**src/rtl/multicycle_cpu.sv**
```systemverilog
// Multicycle CPU: one shared ALU and register file sequenced by an FSM.
// Supports add/sub/and/or/slt, addi, lw/sw with a ready handshake, beq, j,
// and halts in a trap state on any illegal instruction.
module multicycle_cpu #(
  parameter int unsigned DATA_W = 8,
  parameter int unsigned NREG   = 8,
  parameter int unsigned PC_W   = 8
) (
  input  logic                     clk,
  input  logic                     rst,
  output logic [PC_W-1:0]          imem_addr,
  input  logic [31:0]              imem_rdata,
  output logic [DATA_W-1:0]        dmem_addr,
  output logic [DATA_W-1:0]        dmem_wdata,
  output logic                     dmem_we,
  output logic                     dmem_re,
  input  logic [DATA_W-1:0]        dmem_rdata,
  input  logic                     dmem_ready,
  output logic [PC_W-1:0]          pc,
  output logic [2:0]               state,
  output logic                     instr_done,
  output logic                     trap,
  input  logic [$clog2(NREG)-1:0]  dbg_sel,
  output logic [DATA_W-1:0]        dbg_reg
);

  localparam int unsigned RA_W = $clog2(NREG);

  localparam logic [5:0] OP_R    = 6'h00;
  localparam logic [5:0] OP_J    = 6'h02;
  localparam logic [5:0] OP_BEQ  = 6'h04;
  localparam logic [5:0] OP_ADDI = 6'h08;
  localparam logic [5:0] OP_LW   = 6'h23;
  localparam logic [5:0] OP_SW   = 6'h2B;

  localparam logic [5:0] F_ADD = 6'h20;
  localparam logic [5:0] F_SUB = 6'h22;
  localparam logic [5:0] F_AND = 6'h24;
  localparam logic [5:0] F_OR  = 6'h25;
  localparam logic [5:0] F_SLT = 6'h2A;

  typedef enum logic [2:0] {
    S_FETCH  = 3'd0,
    S_DECODE = 3'd1,
    S_EXEC   = 3'd2,
    S_MEM    = 3'd3,
    S_WB     = 3'd4,
    S_TRAP   = 3'd7
  } state_t;

  state_t              state_q, state_d;
  logic [PC_W-1:0]     pc_q, pc_d;
  logic [31:0]         ir_q, ir_d;
  logic [DATA_W-1:0]   a_q, a_d, b_q, b_d;
  logic [DATA_W-1:0]   alu_q, alu_d, mdr_q, mdr_d;
  logic                trap_q, trap_d;
  logic [DATA_W-1:0]   regs [NREG];

  logic [5:0]          op, funct;
  logic [RA_W-1:0]     rs, rt, rd;
  logic [DATA_W-1:0]   imm;
  logic [PC_W-1:0]     br_off;
  logic                legal;
  logic [DATA_W-1:0]   alu_b, alu_y;
  logic                reg_we;
  logic [RA_W-1:0]     reg_waddr;
  logic [DATA_W-1:0]   reg_wdata;

  // Instruction fields; register indices alias onto the low RA_W bits
  assign op     = ir_q[31:26];
  assign funct  = ir_q[5:0];
  assign rs     = ir_q[21 +: RA_W];
  assign rt     = ir_q[16 +: RA_W];
  assign rd     = ir_q[11 +: RA_W];
  assign imm    = DATA_W'($signed(ir_q[15:0]));
  assign br_off = PC_W'($signed(ir_q[15:0]));

  assign imem_addr  = pc_q;
  assign pc         = pc_q;
  assign state      = state_q;
  assign trap       = trap_q;
  assign dmem_addr  = alu_q;
  assign dmem_wdata = b_q;
  assign dbg_reg    = regs[dbg_sel];

  // Legal-instruction decode
  always_comb begin
    legal = 1'b0;
    if (op == OP_R) begin
      legal = funct inside {F_ADD, F_SUB, F_AND, F_OR, F_SLT};
    end else begin
      legal = op inside {OP_J, OP_BEQ, OP_ADDI, OP_LW, OP_SW};
    end
  end

  // Shared ALU: R-type ops, or A + imm for addi and address generation
  always_comb begin
    alu_b = imm;
    if (op == OP_R) alu_b = b_q;
    alu_y = a_q + alu_b;
    if (op == OP_R) begin
      case (funct)
        F_SUB:   alu_y = a_q - b_q;
        F_AND:   alu_y = a_q & b_q;
        F_OR:    alu_y = a_q | b_q;
        F_SLT:   alu_y = ($signed(a_q) < $signed(b_q)) ? DATA_W'(1) : '0;
        default: alu_y = a_q + b_q;
      endcase
    end
  end

  // Next-state, datapath next values, strobes and retire flag
  always_comb begin
    state_d    = state_q;
    pc_d       = pc_q;
    ir_d       = ir_q;
    a_d        = a_q;
    b_d        = b_q;
    alu_d      = alu_q;
    mdr_d      = mdr_q;
    trap_d     = trap_q;
    reg_we     = 1'b0;
    reg_waddr  = rt;
    reg_wdata  = alu_q;
    instr_done = 1'b0;
    dmem_we    = 1'b0;
    dmem_re    = 1'b0;
    case (state_q)
      S_FETCH: begin
        ir_d    = imem_rdata;
        pc_d    = pc_q + PC_W'(1);
        state_d = S_DECODE;
      end
      S_DECODE: begin
        a_d = regs[rs];
        b_d = regs[rt];
        if (!legal) begin
          trap_d  = 1'b1;
          state_d = S_TRAP;
        end else if (op == OP_J) begin
          pc_d       = PC_W'(ir_q[25:0]);
          instr_done = 1'b1;
          state_d    = S_FETCH;
        end else begin
          state_d = S_EXEC;
        end
      end
      S_EXEC: begin
        alu_d = alu_y;
        if (op == OP_BEQ) begin
          if (a_q == b_q) pc_d = pc_q + br_off;
          instr_done = 1'b1;
          state_d    = S_FETCH;
        end else if (op == OP_LW || op == OP_SW) begin
          state_d = S_MEM;
        end else begin
          state_d = S_WB;
        end
      end
      S_MEM: begin
        dmem_re = (op == OP_LW);
        dmem_we = (op == OP_SW);
        if (dmem_ready) begin
          if (op == OP_LW) begin
            mdr_d   = dmem_rdata;
            state_d = S_WB;
          end else begin
            instr_done = 1'b1;
            state_d    = S_FETCH;
          end
        end
      end
      S_WB: begin
        reg_we     = 1'b1;
        instr_done = 1'b1;
        state_d    = S_FETCH;
        if (op == OP_R)  reg_waddr = rd;
        if (op == OP_LW) reg_wdata = mdr_q;
      end
      S_TRAP: begin
        trap_d = 1'b1;
      end
      default: begin
        trap_d  = 1'b1;
        state_d = S_TRAP;
      end
    endcase
  end

  // State, datapath and register-file update; r0 is never written
  always_ff @(posedge clk) begin
    if (!rst) begin
      state_q <= S_FETCH;
      pc_q    <= '0;
      ir_q    <= '0;
      a_q     <= '0;
      b_q     <= '0;
      alu_q   <= '0;
      mdr_q   <= '0;
      trap_q  <= 1'b0;
      regs    <= '{default: '0};
    end else begin
      state_q <= state_d;
      pc_q    <= pc_d;
      ir_q    <= ir_d;
      a_q     <= a_d;
      b_q     <= b_d;
      alu_q   <= alu_d;
      mdr_q   <= mdr_d;
      trap_q  <= trap_d;
      if (reg_we && (reg_waddr != '0)) regs[reg_waddr] <= reg_wdata;
    end
  end

endmodule

```
**config.mk**
```make
export PLATFORM = sky130hd
export DESIGN_NAME = multicycle_cpu
export DESIGN_NICKNAME = d
export VERILOG_FILES = /design/src/rtl/multicycle_cpu.sv
export SDC_FILE = /design/constraint.sdc
export NUM_CORES = 1
export LEC_CHECK = 0
export CAP_MARGIN = 0
export CORE_UTILIZATION = 52
export DETAILED_ROUTE_END_ITERATION = 10
export GPL_TIMING_DRIVEN = 1
export PLACE_DENSITY_LB_ADDON = 0.2
export SKIP_CTS_REPAIR_TIMING = 1
export SLEW_MARGIN = 25
export SYNTH_ARGS = -nofsm -noshare
export SYNTH_HDL_FRONTEND = slang
export SYNTH_SLANG_ARGS = --single-unit
```
**constraint.sdc**
```tcl
create_clock -name clk -period 2.8 [get_ports clk]
set_input_delay 0.42 -clock clk [delete_from_list [all_inputs] [get_ports clk]]
set_output_delay 0.42 -clock clk [all_outputs]
set_load 0.03 [all_outputs]
```
==> summary.txt <==
RUN STATUS
--------------------------------------------------------------------------------
Run status                                                          finished, final reports clean

LOGIC SYNTHESIS
--------------------------------------------------------------------------------
Leading area contributor after synthesis                            sky130_fd_sc_hd__dfxtp_1
Net count after synthesis                                                    998
Gate count after technology mapping                                          910
Yosys synthesis warning count                                                  0
Area contributors post-synth                                        sky130_fd_sc_hd__dfxtp_1 (30%), sky130_fd_sc_hd__mux4_2 (13%), sky130_fd_sc_hd__nand2_1 (6.2%), sky130_fd_sc_hd__o211a_1 (6.0%), sky130_fd_sc_hd__ha_1 (5.5%)
Synth Register Bits                                                          131
Post-synth cell types                                                         70
Count leader, synth                                                 sky130_fd_sc_hd__nand2_1
Area share of the largest cell type after synthesis                        30.4%
Post-Synthesis Cell Area                                            0.00863 mm^2
Sequential cell area fraction in the yosys report                          30.4%
Synth Flop Type                                                     sky130_fd_sc_hd__dfxtp_1
Mean area per synthesized cell                                         9.48 um^2
Post-synth EDFFs                                                               0
Share of synthesized flip-flops with an asynchronous set or reset             0%
Most frequent cells after synthesis                                 sky130_fd_sc_hd__nand2_1 (143), sky130_fd_sc_hd__dfxtp_1 (131), sky130_fd_sc_hd__o211a_1 (52)

FINAL LAYOUT
--------------------------------------------------------------------------------
FILL cells                                                                  1270
Proportion of layout cells with a drive suffix above 1                     20.8%
Area added between synthesis and finish                                    23.1%
Non-Filler Instances                                                        1241
Area used by multi-input combinational logic                        0.00560 mm^2
Design area                                                          0.0106 mm^2
Area of all sequential standard cells                               0.00263 mm^2
Inserted Diodes                                                                0
Total number of nets in the final design                                    1102

FLOORPLANNING
--------------------------------------------------------------------------------
Die Ht                                                                    131 um
Horizontal die dimension                                                  131 um
Number of top-level pins                                                      93
Standard-cell row count                                                       46
CORE AREA                                                            0.0161 mm^2
Die outline area                                                     0.0171 mm^2
Initial core utilization                                                   53.7%

TIMING
--------------------------------------------------------------------------------
Post-route fraction of the period consumed by the critical path            96.4%
Final worst clock skew                                                0.00990 ns
Fin crit period                                                          2.70 ns
Maximum clock frequency                                                  371 MHz
Transition at the pin with the smallest max-transition slack            0.859 ns
# setup viols final                                                            0
Final hold vios                                                                0
Total count of max-transition violations in the final report                   0
Worst slew margin relative to its limit                                    42.7%
Unrepaired setup endpoints after global routing                              yes

FLOW RUN
--------------------------------------------------------------------------------
Number of maximum-capacitance violations                                       0

CLOCKING
--------------------------------------------------------------------------------
Deepest clock path buffer count                                                2
TritonCTS buffer count                                                        17
Clock latency at the later pin of the worst-skew pair                    0.43 ns
Depth of the CTS H-tree                                                        4
Cell chosen for the clock root                                      sky130_fd_sc_hd__clkbuf_16
Clock tree from TritonCTS                                                  built
CTS sink count                                                               131
CTS clock-pin slew for the worst setup and hold paths                    0.06 ns

CRITICAL PATH
--------------------------------------------------------------------------------
CP Launch Type                                                              flop
Slowest library cell on the worst path                              sky130_fd_sc_hd__clkdlybuf4s50_1
Cells along the critical path                                       buf_4, nand4b_2, nor4b_1, clkdlybuf4s50_1
Type of the setup path with the least slack                              reg2out
Maximum cell stage delay along the critical path                         0.74 ns
Type of element capturing the critical path                         primary output
Critical path fanouts, max                                                     5
CP Data Arrival Time                                                     2.28 ns
Crit path buffers/inverters                                                    2
Cell family contributing the most delay on the critical path        buffers and inverters
Required time of the critical path                                       2.38 ns
Flop-to-flop setup slack                                                 0.11 ns

PLACE
--------------------------------------------------------------------------------
Dpl cell area                                                       0.00993 mm^2
Post-DP HPWL                                                             17.4 mm
Number of placed instances with taps included                               1208
IO Port Bufs                                                                  83
Global placer's final weighted congestion                                  0.903

DETAILED ROUTING
--------------------------------------------------------------------------------
Drt wl/cell                                                              19.4 um
Via count                                                                   7426
Routed wire length                                                       24.0 mm
First-pass iteration count of the detailed router                              5
Drt initial violations                                                       590
Antenna Violating Nets Remaining                                               0
Via/cell ratio                                                              5.98
DRC violations left                                                            0

GLOBAL ROUTING
--------------------------------------------------------------------------------
Antenna violations before repair                                               0
Maximum number of pins on one net before global-route repair                 106
Vias in the first global route                                              7145
Wire length of the first global-routing pass                             38.1 mm
Total global-route track usage                                             29.8%
Overflow left after global routing                                             0

POWER
--------------------------------------------------------------------------------
Leakage power figure                                                     4.80 nW
Max VDD drop                                                              557 uV
Power density over the cells                                         999 mW/mm^2
Share of power burned in the clock network                                 21.1%
Internal power summed over all cells                                     6.12 mW
Proportion of total power due to net switching                             42.3%
Sequential power share                                                     24.9%
Switching power of the nets                                              4.48 mW
Proportion of power drawn by combinational gates                           54.0%

MIN PATH
--------------------------------------------------------------------------------
Hold WC Path Type                                                         in2reg

==> worst reg2reg max path, stage by stage (launching register included) <==
cell and delay [ns]:
sky130_fd_sc_hd__dfxtp_1 0.34, sky130_fd_sc_hd__nor4_4 0.34, sky130_fd_sc_hd__nand2_2 0.18, sky130_fd_sc_hd__buf_4 0.18, sky130_fd_sc_hd__nand2_1 0.06, sky130_fd_sc_hd__o21ai_1 0.09, sky130_fd_sc_hd__ha_1 0.29, sky130_fd_sc_hd__a21o_1 0.19
sky130_fd_sc_hd__a21oi_2 0.17, sky130_fd_sc_hd__o21bai_2 0.10, sky130_fd_sc_hd__a211oi_2 0.24, sky130_fd_sc_hd__xnor2_1 0.14, sky130_fd_sc_hd__o31ai_1 0.08, sky130_fd_sc_hd__a21o_1 0.19
==> power by group through the flow <==
stage	clock network, mW	logic (mW)	registers (mW)
5_1_grt	2.35	6.24	2.69
3_3_place_gp	0	5.43	2.66
6_report	2.24	5.72	2.64
3_5_place_dp	0	5.48	2.67
2_1_floorplan	0	3.37	2.84
4_1_cts	2.26	5.53	2.63
==> worst paths after layout <==
kind / startpoint / cells after the start / to
setup / recovery: ir_q[28] / 4 / dmem_we
hold / removal: rst / 2 / state[0]
setup reg to reg: ir_q[30] / 13 / dmem_addr[7]
hold reg to reg: trap / 1 / trap
==> layout by cell type, fill, tap and decap left out, types with 5 or more instances in the layout <==
| cell | instances |
|---|---|
| sky130_fd_sc_hd__nand2_1 | 142 |
| sky130_fd_sc_hd__dfxtp_1 | 129 |
| sky130_fd_sc_hd__buf_4 | 80 |
| sky130_fd_sc_hd__clkdlybuf4s50_1 | 72 |
| sky130_fd_sc_hd__o211a_1 | 52 |
| sky130_fd_sc_hd__mux4_2 | 48 |
| sky130_fd_sc_hd__nor2_1 | 43 |
| sky130_fd_sc_hd__mux2i_1 | 39 |
| sky130_fd_sc_hd__ha_1 | 36 |
| sky130_fd_sc_hd__a21boi_0 | 33 |
| sky130_fd_sc_hd__a21oi_1 | 33 |
| sky130_fd_sc_hd__inv_1 | 30 |
| sky130_fd_sc_hd__nor2b_1 | 24 |
| sky130_fd_sc_hd__o21ai_0 | 21 |
| sky130_fd_sc_hd__clkbuf_16 | 18 |
| sky130_fd_sc_hd__and2_1 | 16 |
| sky130_fd_sc_hd__mux2_2 | 15 |
| sky130_fd_sc_hd__nor3b_1 | 14 |
| sky130_fd_sc_hd__nand3_1 | 13 |
| sky130_fd_sc_hd__xnor2_1 | 11 |
| sky130_fd_sc_hd__nor3_1 | 9 |
| sky130_fd_sc_hd__nand2b_1 | 7 |
| sky130_fd_sc_hd__a21o_1 | 6 |
| sky130_fd_sc_hd__o31ai_1 | 6 |
| sky130_fd_sc_hd__o21a_1 | 6 |
| sky130_fd_sc_hd__o21bai_1 | 6 |
| sky130_fd_sc_hd__mux2i_2 | 6 |
| sky130_fd_sc_hd__xor2_1 | 5 |
| sky130_fd_sc_hd__o211ai_1 | 5 |
| sky130_fd_sc_hd__a211oi_1 | 5 |
==> layer usage <==
| layer | track usage [%] | share of wire (%) | vias to the layer above | wire length (um) |
|---|---|---|---|---|
| met5 | 0 | 0 | - | 0 |
| met4 | 12.2 | 2.7 | 0 | 643 |
| met3 | 4.60 | 6.6 | 50 | 1590 |
| met2 | 46.6 | 46 | 269 | 11100 |
| met1 | 41.3 | 44 | 3606 | 10700 |
| li1 | - | - | 3501 | - |
==> cells by family (layout without fill, tap and decap cells) <==
family                   after synthesis  after routing  synth area share [%]
AND/OR/NAND/NOR                      297            297                  16.9
multiplexers                         111            111                  20.6
buffers and inverters                103            218                  5.45
XOR/XNOR                              16             16                  1.62
adder cells (fa/ha/maj)               43             43                  6.56
flip-flops                           131            131                  30.4
AO/OA/AOI/OAI                        209            209                  18.5
==> through the flow <==
stage          TNS [ns]  hold WS [ns]  setup WS, ns  utilization, %  power, mW
2_1_floorplan  -0.00418         0.443      -0.00418               -       6.20
3_3_place_gp     -0.130         0.447       -0.0469            61.9       8.09
6_report              0         0.397         0.102            66.1       10.6
4_1_cts          -0.173         0.383       -0.0488            65.6       10.4
3_5_place_dp     -0.134         0.453       -0.0492            61.9       8.15
5_1_grt          -0.104         0.404        -0.101            66.1       11.3
==> sequential cells by signal (all words and copies together) (netlist names) <==
signal      flops
regs           64
ir_q           23
a_q             8
dmem_addr       8
dmem_wdata      8
imem_addr       8
mdr_q           8
state           3
trap            1
==> area by class of cell <==
cell class | instances | share of cell area [%]
repair buffers | 158 | 13.3
well taps | 216 | 2.55
clock inverters | 8 | 0.943
inverters | 30 | 1.06
multi-input cells | 676 | 52.7
flip-flops and latches | 131 | 24.7
clock buffers | 22 | 4.67
Note: power is estimated with default switching activity, not from simulation.
